### config.mk
export PLATFORM = sky130hd
export DESIGN_NAME = oc_fifo
export DESIGN_NICKNAME = d
export VERILOG_FILES = /design/src/rtl/oc_fifo.sv
export SDC_FILE = /design/constraint.sdc
export NUM_CORES = 1
export LEC_CHECK = 0
export BUFFER_PORTS_ARGS = -buffer_cell sky130_fd_sc_hd__clkbuf_2
export CAP_MARGIN = 20
export CORE_MARGIN = 3
export CORE_UTILIZATION = 40
export DETAILED_ROUTE_END_ITERATION = 12
export PLACE_DENSITY = 0.69
export SYNTH_ARGS = -nofsm -noshare
export SYNTH_HDL_FRONTEND = slang
export SYNTH_SLANG_ARGS = --single-unit
### constraint.sdc
create_clock -name i_clk -period 2.4 [get_ports i_clk]
set_clock_uncertainty 0.15 [all_clocks]
set_input_delay 0.24 -clock i_clk [delete_from_list [all_inputs] [get_ports i_clk]]
set_output_delay 0.24 -clock i_clk [all_outputs]
set_load 0.005 [all_outputs]
### src/rtl/oc_fifo.sv
// Small synchronous FIFO that buffers out-channel words ahead of the comparator.
// Push on full and pop on empty are ignored. Pointers wrap modulo DEPTH.
// The count is one bit wider than the pointers, so it can tell full from empty.
module oc_fifo #(
  parameter int W     = 12,
  parameter int DEPTH = 8
) (
  input  logic         i_clk,
  input  logic         i_rst,
  input  logic         i_push,
  input  logic [W-1:0] i_din,
  input  logic         i_pop,
  output logic         o_full,
  output logic         o_empty,
  output logic [W-1:0] o_head
);

  localparam int PW = $clog2(DEPTH);

  logic [W-1:0]  r_mem [DEPTH];
  logic [PW-1:0] r_wr_ptr;
  logic [PW-1:0] r_rd_ptr;
  logic [PW:0]   r_count;
  logic          w_do_push;
  logic          w_do_pop;

  assign o_full    = (r_count == (PW+1)'(DEPTH));
  assign o_empty   = (r_count == '0);
  assign o_head    = r_mem[r_rd_ptr];
  assign w_do_push = i_push && !o_full;
  assign w_do_pop  = i_pop && !o_empty;

  // Storage array: written on accepted push, contents not reset.
  always_ff @(posedge i_clk) begin
    if (w_do_push) r_mem[r_wr_ptr] <= i_din;
  end

  // Pointers and occupancy; a simultaneous push and pop leave the count unchanged.
  always_ff @(posedge i_clk) begin
    if (i_rst) begin
      r_wr_ptr <= '0;
      r_rd_ptr <= '0;
      r_count  <= '0;
    end else begin
      if (w_do_push) r_wr_ptr <= r_wr_ptr + 1'b1;
      if (w_do_pop)  r_rd_ptr <= r_rd_ptr + 1'b1;
      case ({w_do_push, w_do_pop})
        2'b10:   r_count <= r_count + 1'b1;
        2'b01:   r_count <= r_count - 1'b1;
        default: r_count <= r_count;
      endcase
    end
  end

endmodule

## Word-level counts from Yosys, hierarchy flattened

Memory sizes are Yosys's and may differ from the RTL's. A register that Yosys moved wholly into a read port is not among the register bits.
Cells that the tools add are included.

- $add $sub $neg: 4
- $mul: 0
- Div/mod/pow operators: 0
- $lt $le $gt $ge: 0
- Equality and inequality tests: 3
- Shift-type cells: 0
- Mux-type cells: 5
- Bitwise operators: 0
- Reduce and logical (&&, ||, !) cells: 6

Operator list:

| operator | count |
|---|---|
| one-hot mux 4 bit (2 select lines) | 1 |
| adder 3 x 1 -> 3 bit (second input constant) | 2 |
| two-way mux 3 bit | 2 |
| adder 4 x 1 -> 4 bit (second input constant) | 1 |
| == test 4 bit (second input constant) | 1 |
| zero test 4 bit | 1 |
| subtractor 4 x 1 -> 4 bit (second input constant) | 1 |
| == test 2 x 1 -> 1 bit (second input constant) | 1 |
| == test 2 bit (second input constant) | 1 |
| logical AND 1 bit | 2 |
| zero test 1 bit | 2 |
| two-way mux 1 bit | 2 |
| nonzero test 2 bit | 1 |

- Bits in registers: 10
- Latch bits: 0
- RAM bits: 96
- Memory bits (read-only): 0
- Bits of input ports: 16
- Output and inout port bits: 14
- Word-level logic and storage cells: 22
- Memories: 1

Memories:

| name | depth | bits a word | rd ports | clocked after memory_dff | wr ports | RTL line | source |
|---|---|---|---|---|---|---|---|
| r_mem | 8 | 12 | 1 | 1 | 1 | 20 | `logic [W-1:0] r_mem [DEPTH];` |

## Logic depth before layout (Yosys ltp)

- Depth after elaboration: 5
- Depth in mapped cells: 11

## Least setup slack after synthesis

OpenSTA, ideal clock, no wires.

- Kind: reg-to-reg
- From: reg r_count[1]
- To: reg r_count[2]
- Setup time: 0.071 ns
- Data arrival time: 2.319 ns
- Required time: 2.179 ns
- Path slack: -0.140 ns
- Stages on the path, launching flop included: 12
- Path buffers: 2
- Clock period less this slack: 2.540 ns
- Cell sequence: dfxtp_1 -> buf_6 -> or4b_4 -> buf_6 -> nand2_8 -> ha_1 -> xor2_1 -> ha_1 -> a21oi_1 -> xor2_1 -> or3_1 -> a21oi_1

- Cells in the longest elaborated chain, start to end: 5
- Elaborated cells between the ends (all ways): 12
- Those cells by class: 2 x add/sub; 3 x eq/ne; 1 x mux; 6 x reduce/logical

RTL lines:

| item | RTL line | source |
|---|---|---|
| start, declared | 23 | `logic [PW:0] r_count;` |
| start signal, assigned | 48 | `2'b10: r_count <= r_count + 1'b1;` |
| start signal, assigned | 49 | `2'b01: r_count <= r_count - 1'b1;` |
| start signal, assigned | 50 | `default: r_count <= r_count;` |
| == test 4 bit / zero test 4 bit (equally long branches) | 27, 28 |  |
| zero test 1 bit, on equally long branches | 30, 31 |  |
| logical AND 1 bit, on equally long branches | 30, 31 |  |
| == test 2 x 1 -> 1 bit / == test 2 bit (equally long branches) | 47 | `case ({w_do_push, w_do_pop})` |
| one-hot mux 4 bit (2 select lines) / nonzero test 2 bit (equally long branches) | - |  |

Parallel ways exist; a longest one is shown, timed or not.
A chain may end at the register's enable or synchronous reset.

## Worst setup path after layout

- From: reg r_count[0]
- To: reg r_count[2]

The elaborated chain is that of the path after synthesis.

==> results.py <==
metrics = {
    "placed_design": {
        "place_area_sq_mm": 0.00479,
        "gp_congestion": 0.693,
        "placed_cells": 385,
        "hpwl_microns": 4490,
        "dpl_worst_slack_ns": 0.0506,
        "io_buffers": 29,
    },
    "pwr": {
        "clockPowerShare_pct": 24.3,
        "swShare_pct": 27.6,
        "switching_power_w": 0.00134,
        "intPower_w": 0.00352,
        "vdd_drop_max_mv": 0.507,
        "pwr-share-comb_pct": 28.0,
        "power_frac_seq_pct": 47.7,
        "powerDensity_mw_per_mm2": 940,
        "p_leak_nw": 1.75,
    },
    "synthesis": {
        "netlist_instances": 213,
        "synth-edff-count": 96,
        "async_flop_share_pct": 0,
        "synth_warnings": 0,
        "synthFlopType": "edfxtp_1",
        "syn_area_sq_mm": 0.00436,
        "synth.most_common_cell": "edfxtp_1",
        "yosysUniqueCellTypes": 34,
        "synth.area.top_cells": "edfxtp_1 (66%), mux4_2 (7.8%), dfxtp_1 (6.0%)",
        "ys_seq_area_share_pct": 72.1,
        "synth_area_per_cell_sq_um": 20.5,
        "syn_nets": 234,
        "yosys.area.top_type": "edfxtp_1",
        "synth-seq-cells": 109,
        "synth_common_cells": "edfxtp_1 (96), mux4_2 (15), dfxtp_1 (13), mux2_2 (13), nor2_1 (12)",
        "synth_top_area_share_pct": 66.2,
    },
    "floorplanning": {
        "ios": 30,
        "placementRows": 37,
        "die-area_sq_mm": 0.0122,
        "core_area_sq_mm": 0.0105,
        "initial_core_util_pct": 41.6,
        "die_x_microns": 110,
        "dieHeight_microns": 110,
    },
    "timing": {
        "rsz0062_at_grt": "false",
        "final_max_slew_viol_count": 0,
        "fin_ws_ns": 0.0979,
        "hold_viol_final": 0,
        "period_minus_slack_ns": 2.30,
        "slew_headroom_pct": 77.4,
        "fmax_ghz": 0.434,
        "worst_slew_pin_slew_ns": 0.340,
        "holdWs_ns": 0.00409,
        "setup-violations-final": 0,
        "setup_tns_ns": 0,
        "final.period_utilization_pct": 95.9,
    },
    "clock_tree": {
        "root_buffer": "clkbuf_8",
        "cts.clk_slew.worst_paths_ns": 0.12,
        "insertion_delay_ns": 0.36,
        "cts_buffers": 9,
        "tritoncts": "yes",
        "cts_sinks": 109,
        "htree_levels": 3,
        "cts_buffer_depth": 2,
    },
    "route": {
        "drtAntennaViolNets": 0,
        "vias_per_cell": 5.14,
        "avgRoutedWirePerCell_microns": 18.2,
        "vias": 2127,
        "drc": 0,
        "wl_microns": 7540,
        "drt_first_pass_iters": 4,
        "drt_iter0_drc": 91,
    },
    "setup_path": {
        "required_ns": 2.55,
        "cp_slowest_cell": "or4b_4",
        "worstSetupStartpointType": "flop",
        "path_cells": "or4b_4 > nand2_8 > ha_4 > xor2_2 > ha_2 > a21oi_2 > xor2_1 > or3_1 > a21oi_1",
        "critical_path_class": "reg -> reg",
        "path_delay_family": "simple AND/OR/NAND/NOR gates",
        "slowest_delay_ns": 0.58,
        "crit_buf_inv": 0,
        "cp.arrival_ns": 2.45,
        "critPathMaxFanout": 4,
        "end_kind": "flop",
    },
    "final_layout": {
        "fill_cells": 889,
        "multi_input_area_sq_mm": 0.00120,
        "layoutNonFillerInstCount": 414,
        "nets": 294,
        "register_area_sq_mm": 0.00315,
        "fin_area_sq_mm": 0.00517,
        "antenna_cells": 0,
        "syn2layout_area_growth_pct": 18.7,
        "drive_above_1_share_pct": 40.3,
    },
    "global_routing": {
        "grt_pass1_wl_microns": 11800,
        "antenna_found_initial": 0,
        "grt_max_degree": 25,
        "grt_pass1_vias": 2184,
        "grt_overflow": 0,
        "grt_use_total_pct": 13.5,
    },
    "outcome": {
        "outcome": "completed",
    },
    "worst_hold_path": {
        "worstHoldPathType": "in -> reg",
    },
    "flow_run": {
        "drv_cap": 0,
    },
}
[registers in the layout, indices dropped and copies added (netlist names), named ones only]
name / cells
r_wr_ptr: 3
r_mem: 96
r_rd_ptr: 3
r_count: 4
[power by group through the flow]
stage          logic (W)  clock network [W]  registers [W]
3_3_place_gp     0.00128                  0        0.00233
4_1_cts          0.00133            0.00122        0.00230
2_1_floorplan   0.000933                  0        0.00233
6_report         0.00136            0.00118        0.00232
3_5_place_dp     0.00130                  0        0.00235
5_1_grt          0.00148            0.00130        0.00234
[layout make-up]
| cell class | count | share of cell area, % |
|---|---|---|
| clock inverter | 7 | 1.89 |
| tap | 136 | 3.29 |
| timing repair buffer | 59 | 8.27 |
| clock buffer | 9 | 2.40 |
| inverter | 1 | 0.0726 |
| multi-input combinational | 93 | 23.2 |
| sequential | 109 | 60.9 |
[stage by stage]
| stage | total power, W | utilization, % |
|---|---|---|
| after floorplan | 0.00327 | - |
| after global placement | 0.00361 | 45.7 |
| after detailed placement | 0.00365 | 45.7 |
| after CTS | 0.00484 | 48.9 |
| after global routing | 0.00512 | 49.4 |
| final | 0.00486 | 49.4 |
[timing repair]
| item | CTS | global route |
|---|---|---|
| resized for setup | 0 | 8 |
| endpoints found under the hold margin | 88 | 0 |
| buffers inserted | 0 | 1 |
| setup endpoints to repair | 0 | 9 |
| hold buffers | 11 | 0 |
[logic make-up after synthesis]
family          Yosys count  synth area share [%]
compound gates            8                  1.23
xor+xnor                  7                  1.58
fa+ha+maj                 5                  1.44
buf+inv                  11                  1.87
flops                   109                  72.1
mux                      39                  17.0
simple gates             34                  4.74
[metal layers]
layer | share of wire [%] | up-vias | global-route usage (%)
met4 | 1.1 | 0 | 3.43
met3 | 3.0 | 8 | 4.31
met1 | 44 | 1103 | 16.7
met5 | 0 | - | 0
li1 | - | 985 | -
met2 | 52 | 31 | 23.0
[cell usage in the layout, fill, tap and decap left out, types with 2 or more instances in the layout]
cell | netlist | routed
clkbuf_8 | 0 | 9
buf_4 | 0 | 17
inv_8 | 0 | 3
xor2_2 | 1 | 2
nand2b_1 | 3 | 3
dfxtp_2 | 0 | 3
nand2_1 | 2 | 2
mux2_2 | 13 | 13
a21oi_1 | 4 | 3
clkbuf_2 | 0 | 29
a21oi_2 | 1 | 2
mux2i_1 | 2 | 2
dfxtp_1 | 13 | 9
ha_4 | 0 | 2
nand3_1 | 2 | 2
mux4_1 | 9 | 9
dlygate4sd3_1 | 0 | 11
xor2_1 | 5 | 4
ha_1 | 5 | 2
nor2_1 | 12 | 12
edfxtp_1 | 96 | 96
nor3_2 | 0 | 4
mux4_2 | 15 | 15
[path summary, 6_finish.rpt]
path	from	end	slack, ns	depth (start not counted)
hold reg to reg	r_rd_ptr[1]$_SDFFE_PP0P_	r_rd_ptr[1]$_SDFFE_PP0P_	0.40	2
setup / recovery	r_count[0]$_SDFFE_PP0P_	r_count[2]$_SDFFE_PP0P_	0.1	9
hold / removal	i_din[10]	r_mem[1][10]$_DFFE_PP_	0.004	1
setup reg to reg	r_count[0]$_SDFFE_PP0P_	r_count[2]$_SDFFE_PP0P_	0.1	9
[worst reg2reg max path: stages (launching register included)]
cell     delay, ns
dfxtp_2       0.34
or4b_4        0.58
nand2_8       0.12
ha_4          0.16
xor2_2        0.13
ha_2          0.18
a21oi_2       0.03
xor2_1        0.14
or3_1         0.30
a21oi_1       0.11
Note: power is estimated with default switching activity, not from simulation.
